File: src/rtl/nfc_pkg.sv
// Shared types, command codes and the op-to-command mapping for the NAND host sequencer.
package nfc_pkg;

  typedef enum logic [1:0] {
    OP_PROGRAM = 2'b00,
    OP_READ    = 2'b01,
    OP_ERASE   = 2'b10,
    OP_RESET   = 2'b11
  } op_e;

  localparam logic [2:0] NFC_CMD_NONE    = 3'b000;
  localparam logic [2:0] NFC_CMD_PROGRAM = 3'b001;
  localparam logic [2:0] NFC_CMD_READ    = 3'b010;
  localparam logic [2:0] NFC_CMD_RESET   = 3'b011;
  localparam logic [2:0] NFC_CMD_ERASE   = 3'b100;

  typedef enum logic [1:0] {
    ST_OK      = 2'b00,
    ST_CMD_ERR = 2'b01,
    ST_TIMEOUT = 2'b10
  } status_e;

  typedef enum logic [2:0] {
    S_IDLE  = 3'd0,
    S_FILL  = 3'd1,
    S_START = 3'd2,
    S_WAIT  = 3'd3,
    S_DRAIN = 3'd4,
    S_RESP  = 3'd5
  } state_e;

  function automatic logic [2:0] op_to_cmd(input op_e op);
    logic [2:0] cmd;
    case (op)
      OP_PROGRAM: cmd = NFC_CMD_PROGRAM;
      OP_READ:    cmd = NFC_CMD_READ;
      OP_ERASE:   cmd = NFC_CMD_ERASE;
      OP_RESET:   cmd = NFC_CMD_RESET;
      default:    cmd = NFC_CMD_NONE;
    endcase
    return cmd;
  endfunction

endpackage

File: src/rtl/nfc_skid_fifo.sv
// Two-entry skid FIFO that decouples buffer read latency from read-port backpressure.
module nfc_skid_fifo #(
  parameter int DataWidth = 16
) (
  input  logic                 clk_i,
  input  logic                 reset_i,
  input  logic                 push_i,
  input  logic [DataWidth-1:0] push_data_i,
  input  logic                 pop_i,
  output logic [DataWidth-1:0] pop_data_o,
  output logic                 full_o,
  output logic                 empty_o
);

  logic [DataWidth-1:0] mem_q [2];
  logic                 wr_ptr_q;
  logic                 rd_ptr_q;
  logic [1:0]           count_q;
  logic                 do_push_s;
  logic                 do_pop_s;

  assign full_o     = (count_q == 2'd2);
  assign empty_o    = (count_q == 2'd0);
  assign do_pop_s   = pop_i && !empty_o;
  // A push into a full FIFO is only legal when the same cycle pops.
  assign do_push_s  = push_i && (!full_o || do_pop_s);
  assign pop_data_o = empty_o ? {DataWidth{1'b0}} : mem_q[rd_ptr_q];

  always_ff @(posedge clk_i) begin
    if (reset_i) begin
      mem_q[0] <= {DataWidth{1'b0}};
      mem_q[1] <= {DataWidth{1'b0}};
      wr_ptr_q <= 1'b0;
      rd_ptr_q <= 1'b0;
      count_q  <= 2'd0;
    end else begin
      if (do_push_s) begin
        mem_q[wr_ptr_q] <= push_data_i;
        wr_ptr_q        <= ~wr_ptr_q;
      end
      if (do_pop_s) begin
        rd_ptr_q <= ~rd_ptr_q;
      end
      count_q <= count_q + {1'b0, do_push_s} - {1'b0, do_pop_s};
    end
  end

endmodule

File: src/rtl/nfc_host_sequencer.sv
// Host-side page command sequencer: fills the controller page buffer, issues one command,
// waits for completion, drains read data through a skid FIFO and returns one status per request.
module nfc_host_sequencer
  import nfc_pkg::*;
#(
  parameter int DataWidth     = 16,
  parameter int AddrWidth     = 18,
  parameter int PageWords     = 1024,
  parameter int TimeoutCycles = 65535
) (
  input  logic                 clk,
  input  logic                 Reset,
  input  logic                 req_valid,
  output logic                 req_ready,
  input  logic [1:0]           req_op,
  input  logic [AddrWidth-1:0] req_addr,
  input  logic                 wr_valid,
  output logic                 wr_ready,
  input  logic [DataWidth-1:0] wr_data,
  output logic                 rd_valid,
  input  logic                 rd_ready,
  output logic [DataWidth-1:0] rd_data,
  output logic                 rsp_valid,
  input  logic                 rsp_ready,
  output logic [1:0]           rsp_status,
  output logic                 buf_sel,
  output logic                 buf_we,
  output logic                 buf_re,
  output logic [DataWidth-1:0] buf_in,
  input  logic [DataWidth-1:0] buf_out,
  output logic [2:0]           nfc_cmd,
  output logic [AddrWidth-1:0] RWA,
  output logic                 nfc_start,
  input  logic                 nfc_done,
  input  logic                 command_error
);

  localparam int CntW  = $clog2(PageWords + 1);
  localparam int WaitW = (TimeoutCycles > 0) ? $clog2(TimeoutCycles + 1) : 1;
  localparam logic [CntW-1:0]  LastWord  = CntW'(PageWords - 1);
  localparam logic [CntW-1:0]  PageCnt   = CntW'(PageWords);
  localparam logic [WaitW-1:0] WaitLimit = WaitW'(TimeoutCycles);
  localparam logic [WaitW-1:0] WaitMax   = {WaitW{1'b1}};

  state_e               state_q, state_d;
  op_e                  op_q, op_d;
  status_e              status_q, status_d;
  logic [AddrWidth-1:0] addr_q, addr_d;
  logic [CntW-1:0]      wcnt_q, wcnt_d;
  logic [CntW-1:0]      iss_q, iss_d;
  logic [WaitW-1:0]     wait_q, wait_d;
  logic                 inflight_q;

  logic                 wr_fire_s;
  logic                 rd_pop_s;
  logic                 fifo_full_s;
  logic                 fifo_empty_s;
  logic [1:0]           occ_s;
  logic [2:0]           pending_s;
  logic [WaitW-1:0]     wait_inc_s;

  assign req_ready  = (state_q == S_IDLE);
  assign wr_ready   = (state_q == S_FILL);
  assign wr_fire_s  = wr_valid && wr_ready;
  assign buf_we     = wr_fire_s;
  assign buf_in     = wr_fire_s ? wr_data : {DataWidth{1'b0}};
  assign buf_sel    = (state_q == S_FILL) || (state_q == S_DRAIN);
  assign nfc_start  = (state_q == S_START);
  assign nfc_cmd    = ((state_q == S_START) || (state_q == S_WAIT)) ? op_to_cmd(op_q) : NFC_CMD_NONE;
  assign RWA        = addr_q;
  assign rsp_valid  = (state_q == S_RESP);
  assign rsp_status = rsp_valid ? status_q : ST_OK;
  assign rd_valid   = !fifo_empty_s;
  assign rd_pop_s   = rd_valid && rd_ready;
  assign wait_inc_s = wait_q + {{(WaitW-1){1'b0}}, 1'b1};

  // Occupancy after this cycle's pop plus the read in flight; counting the pop keeps the
  // port gap-free at one word per cycle while never overrunning the two entries.
  assign occ_s     = fifo_full_s ? 2'd2 : (fifo_empty_s ? 2'd0 : 2'd1);
  assign pending_s = {1'b0, occ_s} - {2'b00, rd_pop_s} + {2'b00, inflight_q};
  assign buf_re    = (state_q == S_DRAIN) && (pending_s < 3'd2) && (iss_q < PageCnt);

  nfc_skid_fifo #(
    .DataWidth (DataWidth)
  ) u_skid (
    .clk_i       (clk),
    .reset_i     (Reset),
    .push_i      (inflight_q),
    .push_data_i (buf_out),
    .pop_i       (rd_pop_s),
    .pop_data_o  (rd_data),
    .full_o      (fifo_full_s),
    .empty_o     (fifo_empty_s)
  );

  always_ff @(posedge clk) begin
    if (Reset) begin
      state_q    <= S_IDLE;
      op_q       <= OP_PROGRAM;
      status_q   <= ST_OK;
      addr_q     <= {AddrWidth{1'b0}};
      wcnt_q     <= {CntW{1'b0}};
      iss_q      <= {CntW{1'b0}};
      wait_q     <= {WaitW{1'b0}};
      inflight_q <= 1'b0;
    end else begin
      state_q    <= state_d;
      op_q       <= op_d;
      status_q   <= status_d;
      addr_q     <= addr_d;
      wcnt_q     <= wcnt_d;
      iss_q      <= iss_d;
      wait_q     <= wait_d;
      inflight_q <= buf_re;
    end
  end

  always_comb begin
    state_d  = state_q;
    op_d     = op_q;
    status_d = status_q;
    addr_d   = addr_q;
    wcnt_d   = wcnt_q;
    iss_d    = iss_q;
    wait_d   = wait_q;
    case (state_q)
      S_IDLE: begin
        if (req_valid) begin
          op_d     = op_e'(req_op);
          addr_d   = req_addr;
          status_d = ST_OK;
          wcnt_d   = {CntW{1'b0}};
          iss_d    = {CntW{1'b0}};
          wait_d   = {WaitW{1'b0}};
          state_d  = (op_e'(req_op) == OP_PROGRAM) ? S_FILL : S_START;
        end else begin
          state_d = S_IDLE;
        end
      end
      S_FILL: begin
        if (wr_fire_s && (wcnt_q == LastWord)) begin
          wcnt_d  = {CntW{1'b0}};
          state_d = S_START;
        end else if (wr_fire_s) begin
          wcnt_d = wcnt_q + {{(CntW-1){1'b0}}, 1'b1};
        end else begin
          wcnt_d = wcnt_q;
        end
      end
      S_START: begin
        wait_d  = {WaitW{1'b0}};
        state_d = S_WAIT;
      end
      S_WAIT: begin
        // An error reported alongside done takes precedence over the completion.
        if (command_error) begin
          status_d = ST_CMD_ERR;
          state_d  = S_RESP;
        end else if (nfc_done && (op_q == OP_READ)) begin
          wcnt_d  = {CntW{1'b0}};
          iss_d   = {CntW{1'b0}};
          state_d = S_DRAIN;
        end else if (nfc_done) begin
          status_d = ST_OK;
          state_d  = S_RESP;
        end else if ((TimeoutCycles != 0) && (wait_inc_s == WaitLimit)) begin
          status_d = ST_TIMEOUT;
          state_d  = S_RESP;
        end else begin
          wait_d = (wait_q == WaitMax) ? wait_q : wait_inc_s;
        end
      end
      S_DRAIN: begin
        if (buf_re) begin
          iss_d = iss_q + {{(CntW-1){1'b0}}, 1'b1};
        end else begin
          iss_d = iss_q;
        end
        if (rd_pop_s && (wcnt_q == LastWord)) begin
          status_d = ST_OK;
          state_d  = S_RESP;
        end else if (rd_pop_s) begin
          wcnt_d = wcnt_q + {{(CntW-1){1'b0}}, 1'b1};
        end else begin
          wcnt_d = wcnt_q;
        end
      end
      S_RESP: begin
        if (rsp_ready) begin
          state_d = S_IDLE;
        end else begin
          state_d = S_RESP;
        end
      end
      default: begin
        state_d = S_IDLE;
      end
    endcase
  end

endmodule

File: config.mk
export PLATFORM = sky130hd
export DESIGN_NAME = nfc_host_sequencer
export DESIGN_NICKNAME = d
export VERILOG_FILES = /design/src/rtl/nfc_pkg.sv /design/src/rtl/nfc_skid_fifo.sv /design/src/rtl/nfc_host_sequencer.sv
export SDC_FILE = /design/constraint.sdc
export NUM_CORES = 1
export LEC_CHECK = 0
export ABC_AREA = 0
export CELL_PAD_IN_SITES_DETAIL_PLACEMENT = 1
export CELL_PAD_IN_SITES_GLOBAL_PLACEMENT = 1
export CORE_ASPECT_RATIO = 0.5
export CORE_MARGIN = 2
export CORE_UTILIZATION = 37
export CTS_CLUSTER_DIAMETER = 100
export DETAILED_ROUTE_END_ITERATION = 8
export MAX_ROUTING_LAYER = met4
export PLACE_DENSITY = 0.89
export SLEW_MARGIN = 10
export SYNTH_ARGS = -nofsm -noshare
export SYNTH_HDL_FRONTEND = slang
export SYNTH_SLANG_ARGS = --single-unit
File: constraint.sdc
create_clock -name clk -period 2.7 [get_ports clk]
set_clock_uncertainty 0.15 [all_clocks]
set_input_delay 0.54 -clock clk [delete_from_list [all_inputs] [get_ports clk]]
set_output_delay 0.54 -clock clk [all_outputs]
set_load 0.02 [all_outputs]
==> results of run 1 <==
==> timing repair <==
| item | 4_1_cts | 5_1_grt |
|---|---|---|
| setup endpoints to repair | 22 | 17 |
| gates resized for setup | 29 | 9 |
| buffers inserted | 3 | 0 |
==> sequential cells by signal, indices dropped and copies added, names as in the netlist, named ones only <==
name             flops
u_skid.mem_q        32
u_skid.rd_ptr_q      1
wait_q              16
RWA                 18
iss_q               11
wcnt_q              11
u_skid.count_q       2
status_q             2
op_q                 2
inflight_q           1
u_skid.wr_ptr_q      1
state_q              3
==> area by class of cell <==
| class | instances | area (um^2) |
|---|---|---|
| clock inverters | 7 | 76.32 |
| well taps | 176 | 220.2 |
| fillers | 1553 | 6489 |
| multi-input cells | 424 | 2613 |
| diodes | 1 | 2.502 |
| inverters | 14 | 56.30 |
| flip-flops and latches | 101 | 2344 |
| repair buffers | 156 | 1488 |
| clock buffers | 9 | 225.2 |
==> placed cells by master (no fill, tap or decap), drive strengths merged, types with 17 or more instances in the layout <==
master and instances:
dlygate4sd2 17, buf 35, dfxtp 69, and3 26, and2 41, a21oi 47
nand2 70, inv 18, o21ai 17, clkdlybuf4s50 99, nor2 62, edfxtp 32
==> report_power, final <==
group          switching [uW]  total (uW)  internal [uW]  leakage [uW]
Combinational            1050        1850            799       0.00176
Clock                     662        1330            664      0.000150
Sequential               74.6        1750           1680      0.000890
Total                    1790        4930           3140       0.00280
==> worst max-delay path, cell delays in order (launching register included) <==
cell and delay, ns:
sky130_fd_sc_hd__dfxtp_2 0.40, sky130_fd_sc_hd__buf_4 0.20, sky130_fd_sc_hd__nor2b_2 0.23, sky130_fd_sc_hd__and2_1 0.15
sky130_fd_sc_hd__clkdlybuf4s50_1 0.62
==> per-layer routing <==
| layer | wire length (um) | vias to the layer above | global-route usage |
|---|---|---|---|
| met5 | 0 | - | - |
| met4 | 432 | 0 | 0.08469 |
| met3 | 551 | 39 | 0.04634 |
| met2 | 8744 | 95 | 0.4146 |
| met1 | 6810 | 2344 | 0.2632 |
| li1 | - | 2271 | - |
==> path summary, 6_finish.rpt <==
path / start / end / slack [ns]
max: state_q[1]$_SDFFE_PP0P_ / nfc_cmd[2] / 0.06
min: RWA[2]$_SDFFE_PP0P_ / RWA[2]$_SDFFE_PP0P_ / 0.31
max reg2reg: u_skid.count_q[0]$_SDFF_PP0_ / iss_q[5]$_SDFFE_PP0P_ / 0.20
min reg2reg: RWA[2]$_SDFFE_PP0P_ / RWA[2]$_SDFFE_PP0P_ / 0.31
==> logic make-up after synthesis <==
family	count (synthesis)	share of synthesized area
XOR/XNOR	23	0.04218
AO/OA/AOI/OAI	101	0.1270
AND/OR/NAND/NOR	273	0.2800
adder cells (fa/ha/maj)	10	0.02452
flip-flops	101	0.4590
multiplexers	17	0.03359
buffers and inverters	42	0.03359
==> stage by stage <==
stage	util	instances	power, uW
2_1_floorplan	-	567	2749
3_3_place_gp	0.4936	868	3471
3_5_place_dp	0.4936	868	3539
4_1_cts	0.5175	887	4937
5_1_grt	0.5196	887	5164
6_report	0.5198	888	4930
==> results.md, run 1 <==
Global routing:
- The initial antenna violation count is 0.
- The number of global-route vias before repair is 5025.
- The total global routing overflow is 0.
- The global-route wire length before repair is between 20000 and 30000 um.
- For this run, the total global-route usage over all layers was measured as 0.2327.
- Entering global routing, the biggest net connects 27 pins.

Hold path:
- The min-delay analysis places its worst path in the category register to register.
- The cell depth of the worst hold path is 2.

Placed design:
- The detailed placer's ending HPWL is roughly 11000 um.
- During placement, the flow inserted port buffers numbering 122.
- After detailed placement, the total cell area comes to 0.006670 mm^2.
- The final RePlAce weighted congestion is 0.7956.
- Prior to clock tree synthesis, the placed netlist has a worst setup slack of -0.6885 ns.

Drt:
- After detailed routing, the average wire length per cell comes to ~19 um.
- The average via count per standard cell is 5.348.
- The total detailed-routing wirelength is 16540 um.
- For this run, design rule violations remaining after detail routing come to 0.
- The detailed router finished its first iteration with 232 violations.
- The post-route antenna net violation count is 0.
- The iteration count of the initial detailed-routing pass is 4.
- The routed via count is between 4000 and 5000.

Clocking:
- The clock transition at the register clock pins on the worst setup and hold paths after CTS is about 0.070 ns.
- The insertion delay to the later sink of the worst-skew pair is 0.35 ns.
- The clock tree root driver cell is sky130_fd_sc_hd__clkbuf_16.
- The total CTS buffers is 9.
- The deepest clock path buffer count is 2.
- The depth of the CTS H-tree is 3.
- The post-cts hold buffer count is 0.
- TritonCTS built the clock tree.
- The total number of clock tree sinks is slightly above 100.

Die:
- approximately 120 I/O pins were placed.
- The die covers 0.01480 mm^2.
- The placement row count is 30.
- The die is 87.04 um tall.
- The die is 170.1 um wide.
- The placeable core area is 0.01351 mm^2.
- The initial standard-cell utilization of the core is 0.3776.

Worst setup path:
- The cell depth of the worst flop-to-flop path is 10.
- Data on the critical path arrives at its endpoint at 1.95 ns.
- The start-to-end type of the worst setup path is register to output port.
- The critical path startpoint category is a register.
- The worst setup path is captured at an output port.
- Of all nets on the critical path, the largest fanout is 12.
- STA puts the critical path data required time at 2.01 ns.

STA:
- The number of hold violations in the final report is 0.
- In the final timing run, aggregate negative setup slack is 0 ns.
- Dividing the final minimum period by the clock period gives 0.9787.
- The number of max-slew violations in the final report is 0.
- Hold is met by 0.3061 ns.
- The post-route worst setup slack is about 0.058 ns.
- The setup violation total in the final timing report is 0.
- At the pin with the least slew margin, the transition time is 0.5961 ns.
- The achievable frequency is 0.3784 GHz.
- Setup repair after global routing left no endpoint under its margin.
- Measured against its own limit, the worst slew margin works out to 0.6015.
- The worst path in the final design needs a cycle of about 2.6 ns, including I/O delays and setup.

Synth:
- The cell taking the most area after synthesis is sky130_fd_sc_hd__dfxtp_1.
- The commonest cells after synthesis are 69 x sky130_fd_sc_hd__dfxtp_1, 69 x sky130_fd_sc_hd__nand2_1, 62 x sky130_fd_sc_hd__nor2_1.
- In this run the cell area of the synthesized design comes to just over 0.005 mm^2.
- The number of enable-type register cells in the synthesized netlist is 32.
- In this run, distinct cell masters in the synthesized netlist total 62.
- Synthesis inferred 101 register bits.
- The share of the Yosys chip area taken by registers is 0.4590.
- The net count after synthesis is 637.
- After synthesis, the share of flip-flops with an asynchronous set or reset is 0.
- The cell count after synthesis came out at between 500 and 600.
- Of the post-synthesis cell area, the dominant cell type holds 0.2707.
- For this run, the leading register cell type out of synthesis is sky130_fd_sc_hd__dfxtp_1.
- The warning count from the yosys run is 0.
- Each instance of the synthesized netlist takes up on average 8.999 um^2.
- By area the synthesized netlist is led by sky130_fd_sc_hd__dfxtp_1 27%, sky130_fd_sc_hd__edfxtp_1 19%, sky130_fd_sc_hd__nand2_1 5.1%.

Cells and area:
- In the final layout, the share of cells above drive strength 1 is 0.1083.
- The number of nets at the end of the flow is 776.
- The post-route standard cell area excluding fillers is roughly 0.007 mm^2.
- The area added between synthesis and finish is 37.67%.

Pwr:
- The worst-case vdd ir drop is 0.0004200 V.
- For this design the ratio of total power to cell area is 701.8 mW/mm^2.
- In this run the static leakage power is 0.002796 uW.

Status:
- The run finished with clean final reports.

Run:
- Max-cap violations in this run came to 0.
Note: power is estimated with default switching activity, not from simulation.
==> inputs of run 2 (changes only) <==
--- a/config.mk
+++ b/config.mk
@@ -11,11 +11,12 @@
 export CORE_ASPECT_RATIO = 0.5
 export CORE_MARGIN = 2
-export CORE_UTILIZATION = 37
+export CORE_UTILIZATION = 38
 export CTS_CLUSTER_DIAMETER = 100
 export DETAILED_ROUTE_END_ITERATION = 8
 export MAX_ROUTING_LAYER = met4
-export PLACE_DENSITY = 0.89
+export PLACE_DENSITY = 0.9
 export SLEW_MARGIN = 10
 export SYNTH_ARGS = -nofsm -noshare
 export SYNTH_HDL_FRONTEND = slang
+export SYNTH_HIERARCHICAL = 1
 export SYNTH_SLANG_ARGS = --single-unit
==> constraint.sdc (replaced) <==
create_clock -name clk -period 2.7 [get_ports clk]
set_clock_uncertainty 0.15 [all_clocks]
set_input_delay 0.405 -clock clk [delete_from_list [all_inputs] [get_ports clk]]
set_output_delay 0.405 -clock clk [all_outputs]
set_load 0.02 [all_outputs]
==> results.md, run 2 <==
Worst setup path:
- The data required time at the worst endpoint came to 2.84 ns (+0.83 ns).
- The data arrival time at the worst-slack endpoint came to 2.98 ns (+1.03 ns).
- The largest stage delay on the critical path was 0.37 ns (-0.25 ns).
- The biggest fanout along the worst timing path is 6 (-6).
- The cell type group with the largest total delay on the critical path is simple AND/OR/NAND/NOR gates.
- STA classifies the critical path startpoint as a register.
- The element type at the critical path end is a register.
- In this design, the critical path's most frequently occurring cell is sky130_fd_sc_hd__buf_4.
- Traced cell by cell, the critical path runs through buf_6 > nor2_4 > clkinvlp_4 > and3_4 > fa_2 > xnor2_2 > nand4b_1 > buf_4 > a2111oi_4 > buf_4 > and3_1 > a31oi_1 > nor2_1.
- The worst path buffer plus inverter count is 4 (+2).
- The start-to-end type of the worst setup path is register to register.
- On the critical path, the stage with the largest delay is an instance of sky130_fd_sc_hd__fa_2.

Placed design:
- The count of input and output buffers is 122 (unchanged).
- The count of placed standard cells including taps was 897 (+3.3%).
- The worst slack after detailed placement is -0.6126 ns (+0.07597 ns).
- The detailed placer's ending HPWL was 11770 um (+5.9%).
- The final RePlAce weighted congestion was 0.8423 (+5.9%).

Die:
- The y dimension of the die is 87.31 um (+0.32%).
- The initial standard-cell utilization of the core came to 0.3893 (+0.01170).
- The placement row count is 30 (unchanged).
- The placeable core area was 0.01355 mm^2 (+0.28%).
- The horizontal extent of the die was 170.6 um (+0.32%).
- The I/O pin total came to 123 (unchanged).
- The die outline area is 0.01490 mm^2 (+0.64%).

Synth:
- For this run, the leading register cell type out of synthesis is sky130_fd_sc_hd__dfxtp_1.
- The number of enable-type register cells in the synthesized netlist is 32 (unchanged).
- The share of the yosys chip area belonging to registers is 0.4440 (-0.01503).
- The number of instances in the synthesized netlist is 575 (+1.4%).
- The cell taking the most area after synthesis is sky130_fd_sc_hd__dfxtp_1.
- The net count after synthesis is 644 (+1.1%).
- The mean instance size in the synthesized netlist is 9.174 um^2 (+1.9%).
- The share of synthesized flip-flops with an asynchronous set or reset is 0 (unchanged).
- The warning count from the yosys run is 6 (+6).
- The flip-flop and latch count after synthesis is 101 (unchanged).
- The most common cell in the synthesized netlist is sky130_fd_sc_hd__nand2_1.
- The commonest cells after synthesis are 74 x sky130_fd_sc_hd__nand2_1, 69 x sky130_fd_sc_hd__dfxtp_1, 58 x sky130_fd_sc_hd__nor2_1.
- The distinct cell type count after synthesis is 72 (+16%).
- In the post-synthesis netlist, the biggest area contributors are sky130_fd_sc_hd__dfxtp_1 26%, sky130_fd_sc_hd__edfxtp_1 18%, sky130_fd_sc_hd__nand2_1 5.3%.
- The area share of the largest cell type after synthesis is 0.2619 (-0.008861).
- The cell area after technology mapping is 0.005275 mm^2 (+3.4%).

Clocking:
- The total CTS buffers is 9 (unchanged).
- The deepest clock path buffer count was 2 (unchanged).
- In this run the clock root is driven by a sky130_fd_sc_hd__clkbuf_16.
- The post-cts hold buffer count is 0 (unchanged).
- The total number of clock tree sinks is 101 (unchanged).
- The TritonCTS clock tree is yes.
- The insertion delay to the later sink of the worst-skew pair is 0.36 ns (about the same).
- The depth of the CTS H-tree was 3 (unchanged).
- The clock transition at the register clock pins on the worst setup and hold paths after CTS is 0.07 ns (about the same).

Cells and area:
- The flip-flop count of the largest register after layout is 32 (unchanged).
- The number of nets at the end of the flow is 793 (+2.2%).
- In the layout the commonest cells are 109 x sky130_fd_sc_hd__clkdlybuf4s50_1, 72 x sky130_fd_sc_hd__nand2_1, 64 x sky130_fd_sc_hd__dfxtp_1.
- The area added between synthesis and finish is 38.95%.
- The most common cell after layout, fill and taps aside is sky130_fd_sc_hd__clkdlybuf4s50_1.
- The final cell count without fillers is 921 (+3.7%).
- The utilization after layout is 0.5409 (+0.02109).
- The register bank with the most flops is u_skid/mem_q.
- The number of antenna diodes was 0 (-1).
- The share of cells above drive strength 1 is 0.1413 (+0.03299).

STA:
- The post-route worst setup slack came to -0.1406 ns (-0.1982 ns).
- Setup repair after global routing could not meet its margin everywhere.
- The number of hold violations in the final report is 0 (unchanged).
- The setup violation total in the final timing report was 11 (+11).
- The remaining max-slew budget at the tightest pin is 0.4465 (-0.1550).
- The sum of negative setup slack is -0.8175 ns (-0.8175 ns).
- The transition at the pin with the smallest max-transition slack was 0.8302 ns (+0.2341 ns).
- The number of max-slew violations in the final report is 0 (unchanged).
- The final critical path time including I/O delays and setup came to 2.841 ns (+0.1982 ns).
- The achievable frequency is 0.3520 GHz (-7.0%).
- The period utilization is 1.052 (+0.07341).

Drt:
- The post-route antenna net violation count came to 0 (unchanged).
- The count of unresolved DRC violations after routing is 0 (unchanged).
- The total detailed-routing wirelength is 17280 um (+4.5%).
- The iteration count of the initial detailed-routing pass came to 4 (unchanged).
- The average routed wire per standard cell is 18.76 um (+0.71%).
- The average via count per standard cell was 5.377 (+0.54%).
- The number of DRC markers after the initial detailed-route iteration is 277 (+19%).
- The routed via count is 4952 (+4.3%).

Hold path:
- The worst min-delay path category is register to register.

Global routing:
- The number of global-route vias before repair is 5281 (+5.1%).
- The initial antenna violation count is 0 (unchanged).
- The global-route wire length before repair came to 26630 um (+1.6%).
- The largest net degree at the start of global routing is 26 (-3.7%).
- The total global routing overflow is 0 (unchanged).
- The overall track demand over capacity in global routing is 0.2389 (+0.006186).

Status:
- The flow ran to the end, but the final reports show violations.
- The checks that failed: setup timing.

Run:
- The count of max-cap constraint violations is 0 (unchanged).

Pwr:
- The leakage power total came to 0.002867 uW (+2.5%).
- The cell area power density is 650.9 mW/mm^2 (-7.3%).
- The worst-case vdd ir drop was 0.0003363 V (-20%).
## run 2: per-stage QoR
step	power (uW)	hold WS [ns]	instance area, um^2
after floorplan	2719	0.2778	5313
after global placement	3323	0.2921	6885
after detailed placement	3400	0.3052	6885
after CTS	4675	0.3154	7214
after global routing	4982	0.3420	7330
final	4770	0.3215	7330
## run 2: what timing repair did
item	CTS	global route
cloned	0	1
setup endpoints to repair	12	32
resized for setup	10	30
buffers inserted	4	3
pin swaps	6	4
## run 2: layout make-up
class | instances | area, um^2
fillers | 1548 | 6221
multi-input cells | 437 | 2831
flip-flops and latches | 101 | 2351
repair buffers | 164 | 1579
well taps | 192 | 240.2
clock buffers | 9 | 225.2
clock inverters | 7 | 57.56
inverters | 11 | 45.04
## run 2: worst reg2reg max path: cells and delay by family (launching register included)
family	cells	cell delay (ns)
AND/OR/NAND/NOR	5	0.70
buffers and inverters	4	0.62
AO/OA/AOI/OAI	2	0.43
adder cells (fa/ha/maj)	1	0.37
flip-flops	1	0.34
XOR/XNOR	1	0.17
## run 2: per-layer routing
layer	track usage	wire length [um]
met5	-	0
met4	0.09790	442
met3	0.04543	692
met2	0.4431	9123
met1	0.2535	7017
## run 2: worst paths after layout
kind	startpoint	endpoint	slack [ns]	cells past startpoint
worst max-delay path	u_skid/count_q[1]$_SDFF_PP0_	iss_q[10]$_SDFFE_PP0P_	-0.14	13
worst min-delay path	status_q[1]$_SDFFE_PP0P_	status_q[1]$_SDFFE_PP0P_	0.32	2
worst max register to register	u_skid/count_q[1]$_SDFF_PP0_	iss_q[10]$_SDFFE_PP0P_	-0.14	13
worst min register to register	status_q[1]$_SDFFE_PP0P_	status_q[1]$_SDFFE_PP0P_	0.32	2
## run 2: cells by family (layout without fill, tap and decap cells)
kind of cell	Yosys count	in the layout	share of synthesized area
flip-flops	101	101	0.4440
AO/OA/AOI/OAI	91	91	0.1226
multiplexers	20	20	0.03819
XOR/XNOR	21	21	0.03487
adder cells (fa/ha/maj)	9	9	0.02277
buffers and inverters	37	191	0.03344
AND/OR/NAND/NOR	296	296	0.3041
## run 2: report_power, final
| group | internal (uW) | leakage [uW] | switching (uW) | total (uW) |
|---|---|---|---|---|
| sequential | 1680 | 0.000892 | 110 | 1790 |
| clock | 639 | 0.000136 | 625 | 1260 |
| combinational | 722 | 0.00184 | 990 | 1710 |
